`config.mk`:
```
export PLATFORM = sky130hd
export DESIGN_NAME = sipo_collector_flat
export DESIGN_NICKNAME = d
export VERILOG_FILES = /design/src/rtl/sipo_collector_pkg.sv /design/src/rtl/sipo_collector_if.sv /design/src/rtl/sipo_collector_frame_counter.sv /design/src/rtl/sipo_collector.sv /design/src/flat_wrapper.sv
export SDC_FILE = /design/constraint.sdc
export NUM_CORES = 1
export LEC_CHECK = 0
export CELL_PAD_IN_SITES_DETAIL_PLACEMENT = 1
export CELL_PAD_IN_SITES_GLOBAL_PLACEMENT = 2
export CORE_MARGIN = 5
export CORE_UTILIZATION = 32
export CTS_BUF_LIST = sky130_fd_sc_hd__clkbuf_4 sky130_fd_sc_hd__clkbuf_8 sky130_fd_sc_hd__clkbuf_16
export DETAILED_ROUTE_END_ITERATION = 6
export PLACE_DENSITY_LB_ADDON = 0.2
export SLEW_MARGIN = 20
export SYNTH_ARGS = -nofsm -noshare
export SYNTH_HDL_FRONTEND = slang
export SYNTH_SLANG_ARGS = --single-unit
```
`constraint.sdc`:
```
create_clock -name clk -period 1.8 [get_ports clk]
set_clock_uncertainty 0.1 [all_clocks]
set_input_delay 0.36 -clock clk [delete_from_list [all_inputs] [get_ports clk]]
set_output_delay 0.36 -clock clk [all_outputs]
set_load 0.1 [all_outputs]
```
`src/rtl/sipo_collector_pkg.sv`:
```
// Shared types for the serial-in/parallel-out collector: FSM state and counter sizing.
package sipo_pkg;

  typedef enum logic {
    COLLECT = 1'b0,
    FULL    = 1'b1
  } state_e;

  // Bits needed to count 0..frame_len inclusive.
  function automatic int cnt_width(input int frame_len);
    return $clog2(frame_len + 1);
  endfunction

endpackage

```
`src/rtl/sipo_collector_if.sv`:
```
// Serial input / parallel output bundle for sipo_collector.
// SIPO_COLLECTOR_PARITY_EN adds parity_err.
interface sipo_collector_if #(
  parameter int WIDTH = 4
);
  logic             sin;
  logic             sin_valid;
  logic [WIDTH-1:0] pout;
  logic             pout_valid;
  logic             pout_ready;
  logic             busy;
  logic             overrun;
`ifdef SIPO_COLLECTOR_PARITY_EN
  logic             parity_err;

  modport master (input sin, sin_valid, pout_ready,
                  output pout, pout_valid, busy, overrun, parity_err);
  modport slave  (output sin, sin_valid, pout_ready,
                  input pout, pout_valid, busy, overrun, parity_err);
`else
  modport master (input sin, sin_valid, pout_ready,
                  output pout, pout_valid, busy, overrun);
  modport slave  (output sin, sin_valid, pout_ready,
                  input pout, pout_valid, busy, overrun);
`endif
endinterface

```
`src/rtl/sipo_collector_frame_counter.sv`:
```
// Bit counter for one serial frame; o_tc flags that the next accepted bit completes the frame.
module sipo_frame_counter #(
  parameter int TERM = 4,
  parameter int CW   = sipo_pkg::cnt_width(TERM)
) (
  input  logic          clk,
  input  logic          rst,
  input  logic          i_inc,
  input  logic          i_clear,
  output logic [CW-1:0] o_cnt,
  output logic          o_tc
);
  logic [CW-1:0] r_cnt;

  // Clear wins over inc so the completing bit leaves the counter at zero.
  always_ff @(posedge clk or posedge rst) begin
    if (rst)          r_cnt <= '0;
    else if (i_clear) r_cnt <= '0;
    else if (i_inc)   r_cnt <= r_cnt + 1'b1;
  end

  assign o_cnt = r_cnt;
  assign o_tc  = (r_cnt == CW'(TERM - 1));
endmodule

```
`src/rtl/sipo_collector.sv`:
```
// Serial-to-parallel collector with a one-word output register and backpressure.
// Define SIPO_COLLECTOR_PARITY_EN for WIDTH data bits plus one even-parity bit per frame.
module sipo_collector
  import sipo_pkg::*;
#(
  parameter int WIDTH     = 4,
  parameter bit MSB_FIRST = 1'b1
) (
  input logic            clk,
  input logic            rst,
  sipo_collector_if.master bus
);
`ifdef SIPO_COLLECTOR_PARITY_EN
  localparam int FRAME = WIDTH + 1;
`else
  localparam int FRAME = WIDTH;
`endif
  localparam int CW = cnt_width(FRAME);

  state_e           r_state;
  logic [WIDTH-1:0] r_sh;
  logic [WIDTH-1:0] r_pout;
  logic             r_pout_valid;
  logic             r_overrun;
  logic [CW-1:0]    w_cnt;
  logic             w_tc;
  logic             w_accept;
  logic             w_free;
  logic             w_clear;
  logic [WIDTH-1:0] w_shift;
  logic [WIDTH-1:0] w_word;
  logic             w_shift_en;

  assign w_accept = bus.sin_valid && (r_state == COLLECT);
  assign w_free   = !r_pout_valid || bus.pout_ready;
  assign w_clear  = (w_accept && w_tc && w_free) || ((r_state == FULL) && bus.pout_ready);

  if (MSB_FIRST) begin : g_msb
    assign w_shift = {r_sh[WIDTH-2:0], bus.sin};
  end else begin : g_lsb
    assign w_shift = {bus.sin, r_sh[WIDTH-1:1]};
  end

`ifdef SIPO_COLLECTOR_PARITY_EN
  logic r_par;
  logic r_perr;
  // The final frame bit is parity: it never enters the shift stage.
  assign w_shift_en = (w_cnt < CW'(WIDTH));
  assign w_word     = r_sh;
  assign bus.parity_err = r_perr;
`else
  assign w_shift_en = 1'b1;
  assign w_word     = w_shift;
`endif

  sipo_frame_counter #(.TERM(FRAME), .CW(CW)) u_cnt (
    .clk    (clk),
    .rst    (rst),
    .i_inc  (w_accept),
    .i_clear(w_clear),
    .o_cnt  (w_cnt),
    .o_tc   (w_tc)
  );

  always_ff @(posedge clk or posedge rst) begin
    if (rst) begin
      r_state      <= COLLECT;
      r_sh         <= '0;
      r_pout       <= '0;
      r_pout_valid <= 1'b0;
      r_overrun    <= 1'b0;
`ifdef SIPO_COLLECTOR_PARITY_EN
      r_par        <= 1'b0;
      r_perr       <= 1'b0;
`endif
    end else begin
      r_overrun <= 1'b0;
      case (r_state)
        COLLECT: begin
          if (bus.pout_ready) r_pout_valid <= 1'b0;
          if (w_accept) begin
            if (w_shift_en) r_sh <= w_shift;
`ifdef SIPO_COLLECTOR_PARITY_EN
            r_par <= r_par ^ bus.sin;
`endif
            if (w_tc) begin
              if (w_free) begin
                r_pout       <= w_word;
                r_pout_valid <= 1'b1;
`ifdef SIPO_COLLECTOR_PARITY_EN
                r_perr <= r_par ^ bus.sin;
                r_par  <= 1'b0;
`endif
              end else begin
                r_state <= FULL;
              end
            end
          end
        end
        FULL: begin
          // Word parked in the shift stage; incoming bits are dropped and flagged.
          r_overrun <= bus.sin_valid;
          if (bus.pout_ready) begin
            r_pout       <= r_sh;
            r_pout_valid <= 1'b1;
            r_state      <= COLLECT;
`ifdef SIPO_COLLECTOR_PARITY_EN
            r_perr <= r_par;
            r_par  <= 1'b0;
`endif
          end
        end
      endcase
    end
  end

  assign bus.pout       = r_pout;
  assign bus.pout_valid = r_pout_valid;
  assign bus.overrun    = r_overrun;
  assign bus.busy       = (w_cnt != '0) || (r_state == FULL);
endmodule

```
`src/flat_wrapper.sv`:
```
// flat-port wrapper written by rule: the top's interface ports become plain ports
module sipo_collector_flat import sipo_pkg::*;
#(
  parameter int WIDTH     = 4,
  parameter bit MSB_FIRST = 1'b1
)
  (clk, rst, bus_sin, bus_sin_valid, bus_pout_ready, bus_pout, bus_pout_valid, bus_busy, bus_overrun);
  sipo_collector_if #(.WIDTH(WIDTH)) bus_i ();
  input logic clk;
  input logic rst;
  input wire logic [$bits(bus_i.sin)-1:0] bus_sin;
  input wire logic [$bits(bus_i.sin_valid)-1:0] bus_sin_valid;
  input wire logic [$bits(bus_i.pout_ready)-1:0] bus_pout_ready;
  output wire logic [$bits(bus_i.pout)-1:0] bus_pout;
  output wire logic [$bits(bus_i.pout_valid)-1:0] bus_pout_valid;
  output wire logic [$bits(bus_i.busy)-1:0] bus_busy;
  output wire logic [$bits(bus_i.overrun)-1:0] bus_overrun;
  assign bus_i.sin = bus_sin;
  assign bus_i.sin_valid = bus_sin_valid;
  assign bus_i.pout_ready = bus_pout_ready;
  assign bus_pout = bus_i.pout;
  assign bus_pout_valid = bus_i.pout_valid;
  assign bus_busy = bus_i.busy;
  assign bus_overrun = bus_i.overrun;
  sipo_collector #(.WIDTH(WIDTH), .MSB_FIRST(MSB_FIRST)) u_core (.clk(clk), .rst(rst), .bus(bus_i));
endmodule
```
# Word level (Yosys, flattened, before mapping)
# Cells that the tools add are included.
# classes
reduce_logical,12
bitwise,1
eq_ne,5
muxes,19
add_sub_neg,1
# op_table
operator,n
$mux W4,4
$mux W1,10
$pmux W4 S2,1
$mux W3,2
$ne A2 B1 Y1 const B,3
$logic_and A1 B1 Y1,4
$pmux W1 S2,2
$reduce_and A4 Y1,1
$add A3 B1 Y3 const B,1
$eq A3 B2 Y1 const B,1
$logic_or A1 B1 Y1,3
$reduce_bool A3 Y1,1
$ne A2 B2 Y1 const B,1
$reduce_and A2 Y1,1
$reduce_bool A2 Y1,1
$logic_not A1 Y1,1
$not A1 Y1,1
# word_totals
word_cells,44
inputBits,5
ff_bits,14
out_inout_bits,7

# Logic depth before layout (Yosys ltp)
# Gate-level depths: netlist (run 1).
# depth
depth_word,6
depth_mapped,5
mapped_depth_nobuf,5

# Cells and area by module
# A second synthesis (run 1) with hierarchy kept.
# hier_totals
cells_unflattened,50
area_unflattened_um2,683.2
# by_module_without_submodules
module,cells_per_inst,area_each_um2,seq_area_each_um2,instances
sipo_collector,37,538.0,275.3,1
sipo_frame_counter,13,145.1,75.1,1

# Worst setup path before layout (run 1)
# OpenSTA, ideal clock, no wires.
# synth_path
kind,reg2reg
start,"reg u_core.r_pout_valid, in the netlist u_core.bus.pout_valid"
end,"reg u_core.r_pout[0], in the netlist u_core.bus.pout[0]"
t_arrival_ns,1.653
t_required_ns,1.574
stages_incl_launch_ff,4
synth_period_minus_slack_ns,1.880
path_buffers,0
setup_time_ns,0.126
path_slack_ns,-0.080
path_cell_list,dfrtp_1 nor2_1 o22a_4 mux2_4
# synth_between
elab_chain_len,4
# synth_rtl
item,line,rtl
start: declaration,sipo_collector.sv:23,logic r_pout_valid;
start signal: assignment,sipo_collector.sv:70,r_pout_valid <= 1'b0;
start signal: assignment,sipo_collector.sv:80,if (bus.pout_ready) r_pout_valid <= 1'b0;
start signal: assignment,sipo_collector.sv:89,r_pout_valid <= 1'b1;
$logic_not A1 Y1,sipo_collector.sv:35,assign w_free = !r_pout_valid || bus.pout_ready;
$logic_or A1 B1 Y1,sipo_collector.sv:35,
$ne A2 B1 Y1 (no source line),n/a,
$reduce_and A4 Y1 (no source line),n/a,
end signal: assignment,sipo_collector.sv:88,r_pout <= w_word;
end signal: assignment,sipo_collector.sv:104,r_pout <= r_sh;
end: declaration,sipo_collector.sv:22,logic [WIDTH-1:0] r_pout;
# Every way passes these cells.
# A chain may end at the register's enable or synchronous reset.

# Worst setup path after layout (run 1)
# layout_path
start,"reg u_core.u_cnt.r_cnt[1], in the netlist u_core.u_cnt.o_cnt[1]"
end,"reg u_core.r_pout[2], in the netlist u_core.bus.pout[2]"
# layout_between
elab_chain_len,3
# layout_rtl
item,line,rtl
start: declaration,sipo_collector_frame_counter.sv:13,logic [CW-1:0] r_cnt;
start signal: assignment,sipo_collector_frame_counter.sv:19,else if (i_inc) r_cnt <= r_cnt + 1'b1;
$eq A3 B2 Y1,sipo_collector_frame_counter.sv:23,assign o_tc = (r_cnt == CW'(TERM - 1));
$ne A2 B1 Y1 (no source line),n/a,
$reduce_and A4 Y1 (no source line),n/a,
# Every way passes these cells.

==> results of run 1 <==
## routing by layer
layer / GRT usage / up-vias
li1: - / 251
met2: 0.171 / 8
met3: 0.0312 / 2
met1: 0.136 / 237
met4: 0.0497 / 0
met5: 0 / -
## cells in the final DEF, fill, tap and decap left out, drive strengths merged
master,instances
nor2,3
nand3,3
clkbuf,4
o21ai,1
ha,4
and2,2
inv,4
o31ai,1
buf,12
a21oi,2
nand2,18
nor2b,1
nand2b,2
clkdlybuf4s50,4
dfrtp,14
o22a,1
mux2,8
## cells by family (layout without fill, tap and decap cells)
| family | after synthesis | after routing |
|---|---|---|
| compound gates | 5 | 5 |
| fa+ha+maj | 4 | 4 |
| mux | 8 | 8 |
| flops | 14 | 14 |
| buf+inv | 6 | 24 |
| simple gates | 29 | 29 |
## repair_timing
action,CTS,global route
cloned,0,0
hold endpoints to repair,0,0
setup endpoints to repair,1,4
buffers inserted,0,1
resized for setup,1,1
## registers in the layout, summed over array words and instances (netlist names)
signal and cells:
u_core.r_state 1, u_core.u_cnt.o_cnt 3, u_core.r_sh 4, u_core.bus.pout 4, u_core.bus.overrun 1, u_core.bus.pout_valid 1
## worst max path at each step
| stage | start | endpoint | cells past startpoint |
|---|---|---|---|
| CTS | u_core.u_cnt.o_cnt[0] | u_core.bus.pout[2] | 5 |
| finish | u_core.u_cnt.o_cnt[1] | u_core.bus.pout[2] | 5 |
| global placement | bus_sin_valid | u_core.bus.pout[2] | 4 |
| global route | u_core.u_cnt.o_cnt[0] | u_core.bus.pout[1] | 5 |
| detailed placement | bus_sin_valid | u_core.bus.pout[2] | 4 |
| floorplan | u_core.u_cnt.o_cnt[0] | bus_busy | 3 |
## worst reg2reg max path, stage by stage, from the launching register on
cell,delay (ns)
sky130_fd_sc_hd__dfrtp_1,0.42
sky130_fd_sc_hd__ha_2,0.19
sky130_fd_sc_hd__ha_1,0.18
sky130_fd_sc_hd__and2_4,0.16
sky130_fd_sc_hd__o22a_4,0.25
sky130_fd_sc_hd__mux2_4,0.31
## metrics by stage
stage                     utilization  power [µW]  cells  cell area (µm²)  hold WS (ns)
after floorplan                     -        1180     66              727         0.149
after global placement          0.437        1550    107              957         0.371
after detailed placement        0.437        1570    107              957         0.386
after CTS                       0.451        1780    111              988         0.270
after global routing            0.456        1860    112              998         0.301
final                           0.456        1760    112              998         0.269
## cell type report
class,count,share of cell area
Clock buffer,4,0.0301
Inverter,4,0.0150
Multi-Input combinational cell,46,0.348
Sequential cell,14,0.353
Tap cell,28,0.0351
Timing Repair Buffer,16,0.218
## power groups by stage
stage | Clock (µW) | Sequential [µW] | Combinational (µW)
6_report | 207 | 514 | 1040
5_1_grt | 236 | 531 | 1090
4_1_cts | 216 | 515 | 1050
3_5_place_dp | 0 | 523 | 1050
3_3_place_gp | 0 | 518 | 1030
2_1_floorplan | 0 | 835 | 349
==> run summary, run 1 <==
For this run, asynchronously set or reset flops after synthesis account for 1.00. The number of flip-flops and latches in the synthesized netlist came out at 14. The share of total power dissipated in the clock network is 0.117. Across the VDD grid, the largest voltage drop is 0.985 mV. The simple-gate portion of the synthesized area is 0.179.

After layout, the minimum clock period comes to 1.72 ns. The arithmetic-cell share of the synthesized area counting full adders, half adders and majority gates is 0.0690. The highest layer used for signal routing is met4.

The number of max-cap violations is 0. The core region is 2190 µm². Of the total synthesized cell area, the portion taken by XOR and XNOR cells is 0.

The number of fill cells in the layout is 239. Setup violations remaining at the end of the flow were counted as 0. The fraction of power spent switching nets is 0.473. Of the total power, registers draw 0.291. By area the synthesized netlist is led by sky130_fd_sc_hd__dfrtp_1 (48%), sky130_fd_sc_hd__mux2_4 (17%), sky130_fd_sc_hd__nand2_1 (9.3%). In this run the power spent charging and discharging nets is 834 µW. The first global-routing pass estimated 2700 µm of wire. The count of nets left with antenna violations once routing finished came out at 0. The standard-cell row count is 17. The clock insertion delay at the later pin of the skew report is 0.28 ns. The routed metal-1 wirelength is 732 µm. The synthesized netlist occupies a cell area of 726 µm². For this design the static power due to leakage is 0.000483 µW. The critical path goes through ha_2 > ha_1 > and2_4 > o22a_4 > mux2_4. On the worst path, the slowest cell contributes a delay of 0.42 ns. The number of hold-slack violations in the final timing report is 0. The worst register-to-register path begins at u_core.u_cnt.o_cnt[1]. Among all flip-flop cells after synthesis, the most frequent one is sky130_fd_sc_hd__dfrtp_1. The total die area came out at 3320 µm².

Of the synthesized area, sequential elements account for 0.483. The area taken by flip-flops and latches came out at 353 µm². The endpoint of the most critical register-to-register path is u_core.bus.pout[2]. In this run the number of H-tree levels came out at 1. The clock net in this run drives a total of 14 sinks. The commonest cells after synthesis are sky130_fd_sc_hd__nand2_1 (18), sky130_fd_sc_hd__dfrtp_1 (14), sky130_fd_sc_hd__mux2_4 (8). The initial core utilization came out at 0.331. The detailed router finished its first iteration with 5 violations. The register-to-register path setup slack is 0.08 ns. By startpoint and endpoint, the worst setup path is classified as reg -> reg. The cell at the slowest stage of the critical path is sky130_fd_sc_hd__dfrtp_1. The die boundary height came out at 57.6 µm. The total inserted antenna cells is 0. The post-route fraction of the period consumed by the critical path came out at 0.956. The number of I/O port buffers came out at 11. In this run the deepest clock path goes through 2 buffers.

The register clock-pin slew on the reported worst setup and hold paths is 0.10 ns. The required time at the worst-slack endpoint came out at 1.86 ns. After detailed routing, the number of remaining DRC violations is 0.

For this run, the total global-route usage over all layers was measured as 0.108. By instance count, the leading cell after synthesis is sky130_fd_sc_hd__nand2_1. In this run the worst path has a maximum fanout of 6. The share of final-layout standard cells stronger than drive strength 1 is 0.369. Yosys printed 0 warnings. The layout overhead on the synthesized area came out at 37.6%. The number of buffers created by CTS is 3. The share of total power dissipated in combinational logic is 0.591. The net count of the mapped netlist came out at 75.

In this run, distinct cell masters in the synthesized netlist total 17. The global-route congestion overflow total is 0. The count of hold-fix buffers inserted at cts came out at 0. The path class of the tightest hold or removal check is in -> async. The flow ran to the end, and the final reports show no timing, DRC or antenna violations. The final layout contains routed wiring with a total length of 1560 µm. Entering global routing, the biggest net connects 15 pins.

The arrival time of data at the critical path endpoint came out at 1.78 ns. The proportion of netlist area held by the largest area contributor came out at 0.483. The post-detailed-route via-to-cell ratio came out at 4.45. Setup repair after global routing left no endpoint under its margin. The detail-routed net length per standard cell is 13.9 µm. The combined buffer and inverter count along the critical path came out at 0. The total power density per cell area is 1770 nW/µm². The average cell area after synthesis is 11.0 µm². The number of antenna violations at the first check in global routing came out at 0.

The slack of the critical path came out at 0.0796 ns. The portion of netlist area occupied by mux cells came out at 0.166. Based on the critical path, the design can be clocked at up to 581 MHz. In this run, synthesis inferred 0 flip-flops with an integrated enable. The total number of vias is 498.

The worst setup slack after placement is 0.0306 ns. The kind of end point of the critical path is a flop. Routability-driven placement finished with a final weighted congestion of 0.726. The area of combinational cells with multiple inputs is 348 µm².

The wire length on met2 came out at 750 µm. STA classifies the critical path startpoint as a flop. The clock tree from TritonCTS is done. The internal power of the cells totals 929 µW. The die boundary width came out at 57.6 µm. The wire-length estimate of the detail-placed layout is 1170 µm. The first-pass detailed-route iteration total is 4.

The cell family contributing the most delay on the critical path is flip-flops. The number of nets in the layout came out at 94. The headroom to the max-slew limit is 0.772. The number of global-route vias before repair came to 556. The main combinational cell family by area after synthesis is simple AND/OR/NAND/NOR gates.

Counting every instance in the synthesized netlist gives 66. The count of pins over their slew limit came out at 0. The transition at the pin with the smallest max-transition slack came out at 0.341 ns. The root buffer cell is sky130_fd_sc_hd__clkbuf_4. The complex-gate fraction of the synthesized area is 0.0621.

The cell count of the worst reg-to-reg path came out at 5. Wire segments on met3 add up to 61 µm in the final route. The number of top-level pins came out at 12. The synthesized design spends more area on one cell type than any other, namely sky130_fd_sc_hd__dfrtp_1. The total negative setup slack is 0 ns.
No activity file was read; power rests on OpenSTA's default activity.
==> run 2: changes to the inputs <==
--- a/config.mk
+++ b/config.mk
@@ -16,3 +16,4 @@
 export SYNTH_ARGS = -nofsm -noshare
 export SYNTH_HDL_FRONTEND = slang
 export SYNTH_SLANG_ARGS = --single-unit
+export TNS_END_PERCENT = 20
==> results of run 2 <==
Same layout as run 1: the final DEF is identical, and so are final timing and power.
